[config.mk]
export PLATFORM = sky130hd
export DESIGN_NAME = rr_arbiter4x16
export DESIGN_NICKNAME = d
export VERILOG_FILES = /design/src/rtl/rr_arbiter4x16.sv
export SDC_FILE = /design/constraint.sdc
export NUM_CORES = 1
export LEC_CHECK = 0
export BUFFER_PORTS_ARGS = -buffer_cell sky130_fd_sc_hd__buf_2
export CORE_AREA = 3 3 68 70
export DETAILED_ROUTE_END_ITERATION = 8
export DIE_AREA = 0 0 71 73
export PLACE_DENSITY_LB_ADDON = 0.05
export SLEW_MARGIN = 20
export SYNTH_ARGS = -nofsm -noshare
export SYNTH_HDL_FRONTEND = slang
export SYNTH_SLANG_ARGS = --single-unit
[constraint.sdc]
create_clock -name clk -period 5.2 [get_ports clk]
set_input_delay 0.26 -clock clk [delete_from_list [all_inputs] [get_ports clk]]
set_output_delay 0.26 -clock clk [all_outputs]
set_load 0.01 [all_outputs]
[src/rtl/rr_arbiter4x16.sv]
// Round-robin arbiter sharing one 16-bit output port between four requesters.
// Each grant carries a valid/ready burst that ends on last, on the MAX_BURST cap, or on abandon.
module rr_arbiter4x16 #(
    parameter int MAX_BURST = 4
) (
    input  logic        clk,
    input  logic        rst_n,
    input  logic [3:0]  req,
    input  logic [3:0]  last,
    input  logic [15:0] in0,
    input  logic [15:0] in1,
    input  logic [15:0] in2,
    input  logic [15:0] in3,
    output logic [3:0]  grant,
    output logic [1:0]  sel,
    output logic [15:0] out_data,
    output logic        out_valid,
    input  logic        out_ready,
    output logic        busy
);

    typedef enum logic {ARB, GRANT} state_t;

    localparam logic [3:0] MAX_BURST_W = 4'(MAX_BURST);

    state_t      state_q, state_d;
    logic [3:0]  grant_q, grant_d;
    logic [1:0]  sel_q, sel_d;
    logic [1:0]  ptr_q, ptr_d;
    logic [3:0]  count_q, count_d;

    logic        found;
    logic [1:0]  winner;
    logic [1:0]  scan_idx;
    logic        accept;
    logic [3:0]  count_inc;
    logic        release_grant;

    // Scan ptr, ptr+1, ... (mod 4) and take the first requester found.
    always_comb begin
        found    = 1'b0;
        winner   = ptr_q;
        scan_idx = ptr_q;
        for (int k = 0; k < 4; k++) begin
            scan_idx = ptr_q + 2'(k);
            if (!found && req[scan_idx]) begin
                found  = 1'b1;
                winner = scan_idx;
            end
        end
    end

    assign busy          = (state_q == GRANT);
    assign out_valid     = busy && req[sel_q];
    assign accept        = out_valid && out_ready;
    assign count_inc     = count_q + 4'd1;
    assign release_grant = (accept && (last[sel_q] || count_inc == MAX_BURST_W)) || !req[sel_q];

    always_comb begin
        state_d = state_q;
        grant_d = grant_q;
        sel_d   = sel_q;
        ptr_d   = ptr_q;
        count_d = count_q;
        case (state_q)
            ARB: begin
                if (found) begin
                    grant_d = 4'b0001 << winner;
                    sel_d   = winner;
                    count_d = 4'd0;
                    state_d = GRANT;
                end else begin
                    grant_d = 4'd0;
                end
            end
            GRANT: begin
                if (accept) begin
                    count_d = count_inc;
                end
                // The releasing requester drops to lowest priority; sel keeps its value.
                if (release_grant) begin
                    state_d = ARB;
                    grant_d = 4'd0;
                    ptr_d   = sel_q + 2'd1;
                end
            end
            default: state_d = ARB;
        endcase
    end

    always_ff @(posedge clk or negedge rst_n) begin
        if (!rst_n) begin
            state_q <= ARB;
            grant_q <= 4'd0;
            sel_q   <= 2'd0;
            ptr_q   <= 2'd0;
            count_q <= 4'd0;
        end else begin
            state_q <= state_d;
            grant_q <= grant_d;
            sel_q   <= sel_d;
            ptr_q   <= ptr_d;
            count_q <= count_d;
        end
    end

    always_comb begin
        case (sel_q)
            2'd0:    out_data = in0;
            2'd1:    out_data = in1;
            2'd2:    out_data = in2;
            default: out_data = in3;
        endcase
    end

    assign grant = grant_q;
    assign sel   = sel_q;

endmodule

==> results.txt <==
The run finished with clean final reports. The wire length of the first global-routing pass is 6762 microns. The biggest fanout along the worst timing path came out at 16. The flip-flop and latch count after synthesis came out at 13. The via count of the first global-routing pass came out at 1419.

Setup total negative slack on the finished layout was measured at 0 ps. The width of the chip came out at 71 microns. The number of violations reported at the end of detailed-routing iteration 0 came out at 127. The maximum clock path buffer count came out at 2.

The critical path data required time came out at 4940 ps. The insertion delay of the later-clocked pin in the worst-skew pair is 240 ps. The number of endpoints with negative hold slack in the final report came out at 0. The number of levels in the clock H-tree is 1.

The row count is 23. In this run the critical register-to-register path is captured at ptr_q[1]. Sequential elements use 26.50% of the synthesized area. The final routed wirelength across all metal layers is 4340 microns. The worst hold path terminates at grant[0]. The clock period minus final worst setup slack came out at 2317 ps. The total of max-cap violations is 0. The number of diodes added for antenna fixing came out at 0. Along the worst hold path, the cell count comes to 3. The final net count came out at 310.

The final weighted congestion in routability-driven placement came out at 0.9552. After floorplanning, the core was sized to cover 4029 sq um. The root buffer cell chosen for the clock tree is sky130_fd_sc_hd__clkbuf_8.

The first-pass iteration count of the detailed router is 7. For this run, design rule violations remaining after detail routing come to 0. The startpoint identified for the worst register-to-register timing path is count_q[0]. The HPWL after detailed placement came out at 3633 microns. The met3 wire length came out at 403 microns.

STA classifies the critical path startpoint as a flop. The number of antenna violations at the first check in global routing came out at 0. The count of synthesis-stage warnings from yosys is 0. The headroom to the max-slew limit came out at 35.21%. The count of vias placed by the detailed router came out at 1461. Walking the worst path, the cells encountered are ha_1 -> mux2i_1 -> buf_2. The detailed router used layers up to and including met4. Yosys attributes the largest share of cell area to sky130_fd_sc_hd__dfrtp_1, sky130_fd_sc_hd__mux2i_1, sky130_fd_sc_hd__a222oi_1. The die is 73 microns tall.

For the pin with the worst max-slew slack, the measured transition is 971.9 ps. The initial core utilization is 30.47%. The clock-pin slew on the worst setup and hold paths is 50 ps. The number of setup violations in the final report is 0.

The type of the worst setup path is reg -> out. 99 I/O pins were placed. The number of unique standard cell types used by synthesis came out at 37.

The worst path meets setup with 2883 ps of slack. The detail route stage leaves a number of antenna-violating nets equal to 0. The TritonCTS buffer count came out at 3. The register-to-register setup slack is 3280 ps. Between clock sinks in the finished design, the worst skew comes to 3.371 ps. The pin count of the biggest net entering global routing came out at 17. The arrival time at the worst endpoint is 2060 ps. The worst hold path begins at out_ready. The worst setup timing slack at the placement stage came out at 3110 ps. The fraction of layout instances using a drive strength above 1 is 48.25%.

The worst-case reg-to-reg path depth came out at 5. The fraction of post-synthesis cell area in the top cell type by area is 26.50%. The timing-limited maximum frequency is 431.7 MHz. The cell area after synthesis is 1227 sq um. For this design, the slowest cell found on the critical path is sky130_fd_sc_hd__ha_1. The largest single stage delay on the critical path is 860 ps. The TritonCTS clock tree is done.

The peak supply drop came out at 298.3 uV. The all-layer global routing usage came out at 15.93%. The post-synthesis average cell area is 9.442 sq um.

Summed over all instances, the cell type with the most area after synthesis is sky130_fd_sc_hd__dfrtp_1. The number of nets in the synthesized netlist came out at 211. The final critical-path share of the clock period came out at 44.55%. The total power divided by cell area is 490.9 nW/um^2. The leakage power came out at 0.9688 nW. The count of port buffers added during placement came out at 98.

Setup repair after global routing left no endpoint under its margin. The count of clock tree sinks came out at 13. The met2 wirelength from detailed routing is 2135 microns. In this run the worst hold path is classified as in -> reg.

The overall die area came out at 5183 sq um. The worst setup path is captured at an output pin. The number of max-slew violations in the final report came out at 0.

The total overflow left after global routing is 0. After detailed routing, the number of vias per cell comes to 5.255. The post-detailed-route wirelength per cell came out at 15.61 microns. The detailed router put a total of 1768 microns of wire on met1. The number of standard cells after synthesis came out at 130.

The area growth from synthesis to layout came out at 48.11%.
-- state kept, by name (all words and copies together), names as in the netlist --
register and cells:
count_q 4, ptr_q 2, busy 1, sel 2, grant 4
-- where the power goes --
| group | switching, W | internal [W] | total, W |
|---|---|---|---|
| Combinational | 0.000326 | 0.000283 | 0.000608 |
| Clock | 0.0000360 | 0.0000529 | 0.0000889 |
| Sequential | 0.0000530 | 0.000142 | 0.000195 |
| Total | 0.000415 | 0.000478 | 0.000893 |
-- layout make-up --
type / count / area (sq um)
sequential: 13 / 325.3
clock inverter: 1 / 5.005
clock buffer: 3 / 41.29
timing repair buffer: 99 / 500.5
multi-input combinational: 91 / 804.5
fill: 413 / 2211
tap: 50 / 62.56
inverter: 21 / 78.83
-- synthesized netlist by cell type (all sizes together) --
cell,n
a21bo,1
a21o,2
a21oi,3
a2111oi,1
mux2i,17
nor2,3
nand3b,1
o311ai,1
mux4,2
ha,6
nand3,5
xor2,1
inv,21
nor3b,1
o2bb2ai,3
a311o,1
mux2,2
nor3,1
buf,1
a22o,2
nor4bb,1
a31o,1
nand2,2
o221ai,1
nor2b,3
nand2b,2
a21boi,1
o221a,1
a222oi,16
and2,1
o21ai,6
o21a,1
dfrtp,13
or2,1
clkbuf,4
and3b,1
-- metal layers --
metal | up-vias | GRT usage [%]
met2 | 74 | 28.22
li1 | 708 | -
met5 | - | 0
met1 | 675 | 20.08
met4 | 0 | 4.384
met3 | 4 | 2.479
-- metrics by stage --
step	utilization (%)	total power [W]	hold slack, ps	cells	area, sq um
floorplan	-	0.0005871	-35.59	130	1227
global placement	43.73	0.0008025	158.8	273	1762
detailed placement	43.73	0.0008115	161.2	273	1762
CTS	45.12	0.0009046	401.8	278	1818
global route	45.12	0.0009726	421.2	278	1818
finish	45.12	0.0008925	393.0	278	1818
-- worst max-delay path by stage --
stage,from,end,slack [ps],depth (start not counted)
after floorplan,sel[0],out_data[0],3120,4
after global placement,sel[1],out_data[8],3160,3
after detailed placement,sel[0],out_data[7],3110,3
after CTS,sel[0],out_data[7],2850,3
after global routing,sel[0],out_data[7],2760,3
final,sel[1],out_data[7],2880,3
-- kinds of logic (layout without fill, tap and decap cells) --
logic type | after synthesis | count (layout) | share of synthesized area [%]
multiplexers | 21 | 21 | 19.37
AND/OR/NAND/NOR | 22 | 22 | 10.30
buffers and inverters | 26 | 124 | 7.950
XOR/XNOR | 1 | 1 | 0.7137
flip-flops | 13 | 13 | 26.50
adder cells (fa/ha/maj) | 6 | 6 | 6.116
AO/OA/AOI/OAI | 41 | 41 | 29.05
-- worst max-delay path, delay by kind of cell, from the launching register on --
| kind | cells | cell delay [ps] |
|---|---|---|
| DFF | 1 | 490 |
| muxes | 1 | 300 |
| adders and majority gates | 1 | 860 |
| buffers and inverters | 1 | 170 |
-- placed cells by master, fill, tap and decap left out, types with 2 or more instances in the layout --
cell                        netlist  final
sky130_fd_sc_hd__buf_2            0     98
sky130_fd_sc_hd__inv_1           20     20
sky130_fd_sc_hd__mux2i_1         17     17
sky130_fd_sc_hd__a222oi_1        16     16
sky130_fd_sc_hd__dfrtp_1         13     13
sky130_fd_sc_hd__o21ai_0          6      6
sky130_fd_sc_hd__ha_1             6      6
sky130_fd_sc_hd__nand3_1          5      5
sky130_fd_sc_hd__nor2_1           3      3
sky130_fd_sc_hd__a21oi_1          3      3
sky130_fd_sc_hd__nor2b_1          3      3
sky130_fd_sc_hd__o2bb2ai_1        3      3
sky130_fd_sc_hd__clkbuf_8         0      3
sky130_fd_sc_hd__mux4_2           2      2
sky130_fd_sc_hd__nand2_1          2      2
sky130_fd_sc_hd__a21o_1           2      2
sky130_fd_sc_hd__a22o_1           2      2
sky130_fd_sc_hd__nand2b_1         2      2
sky130_fd_sc_hd__mux2_1           2      2
-- timing repair --
action	in CTS	in global routing
gates resized for setup	0	0
buffers inserted	0	0
hold buffers	1	0
hold endpoints to repair	13	0
(Power assumes the default switching activity.)
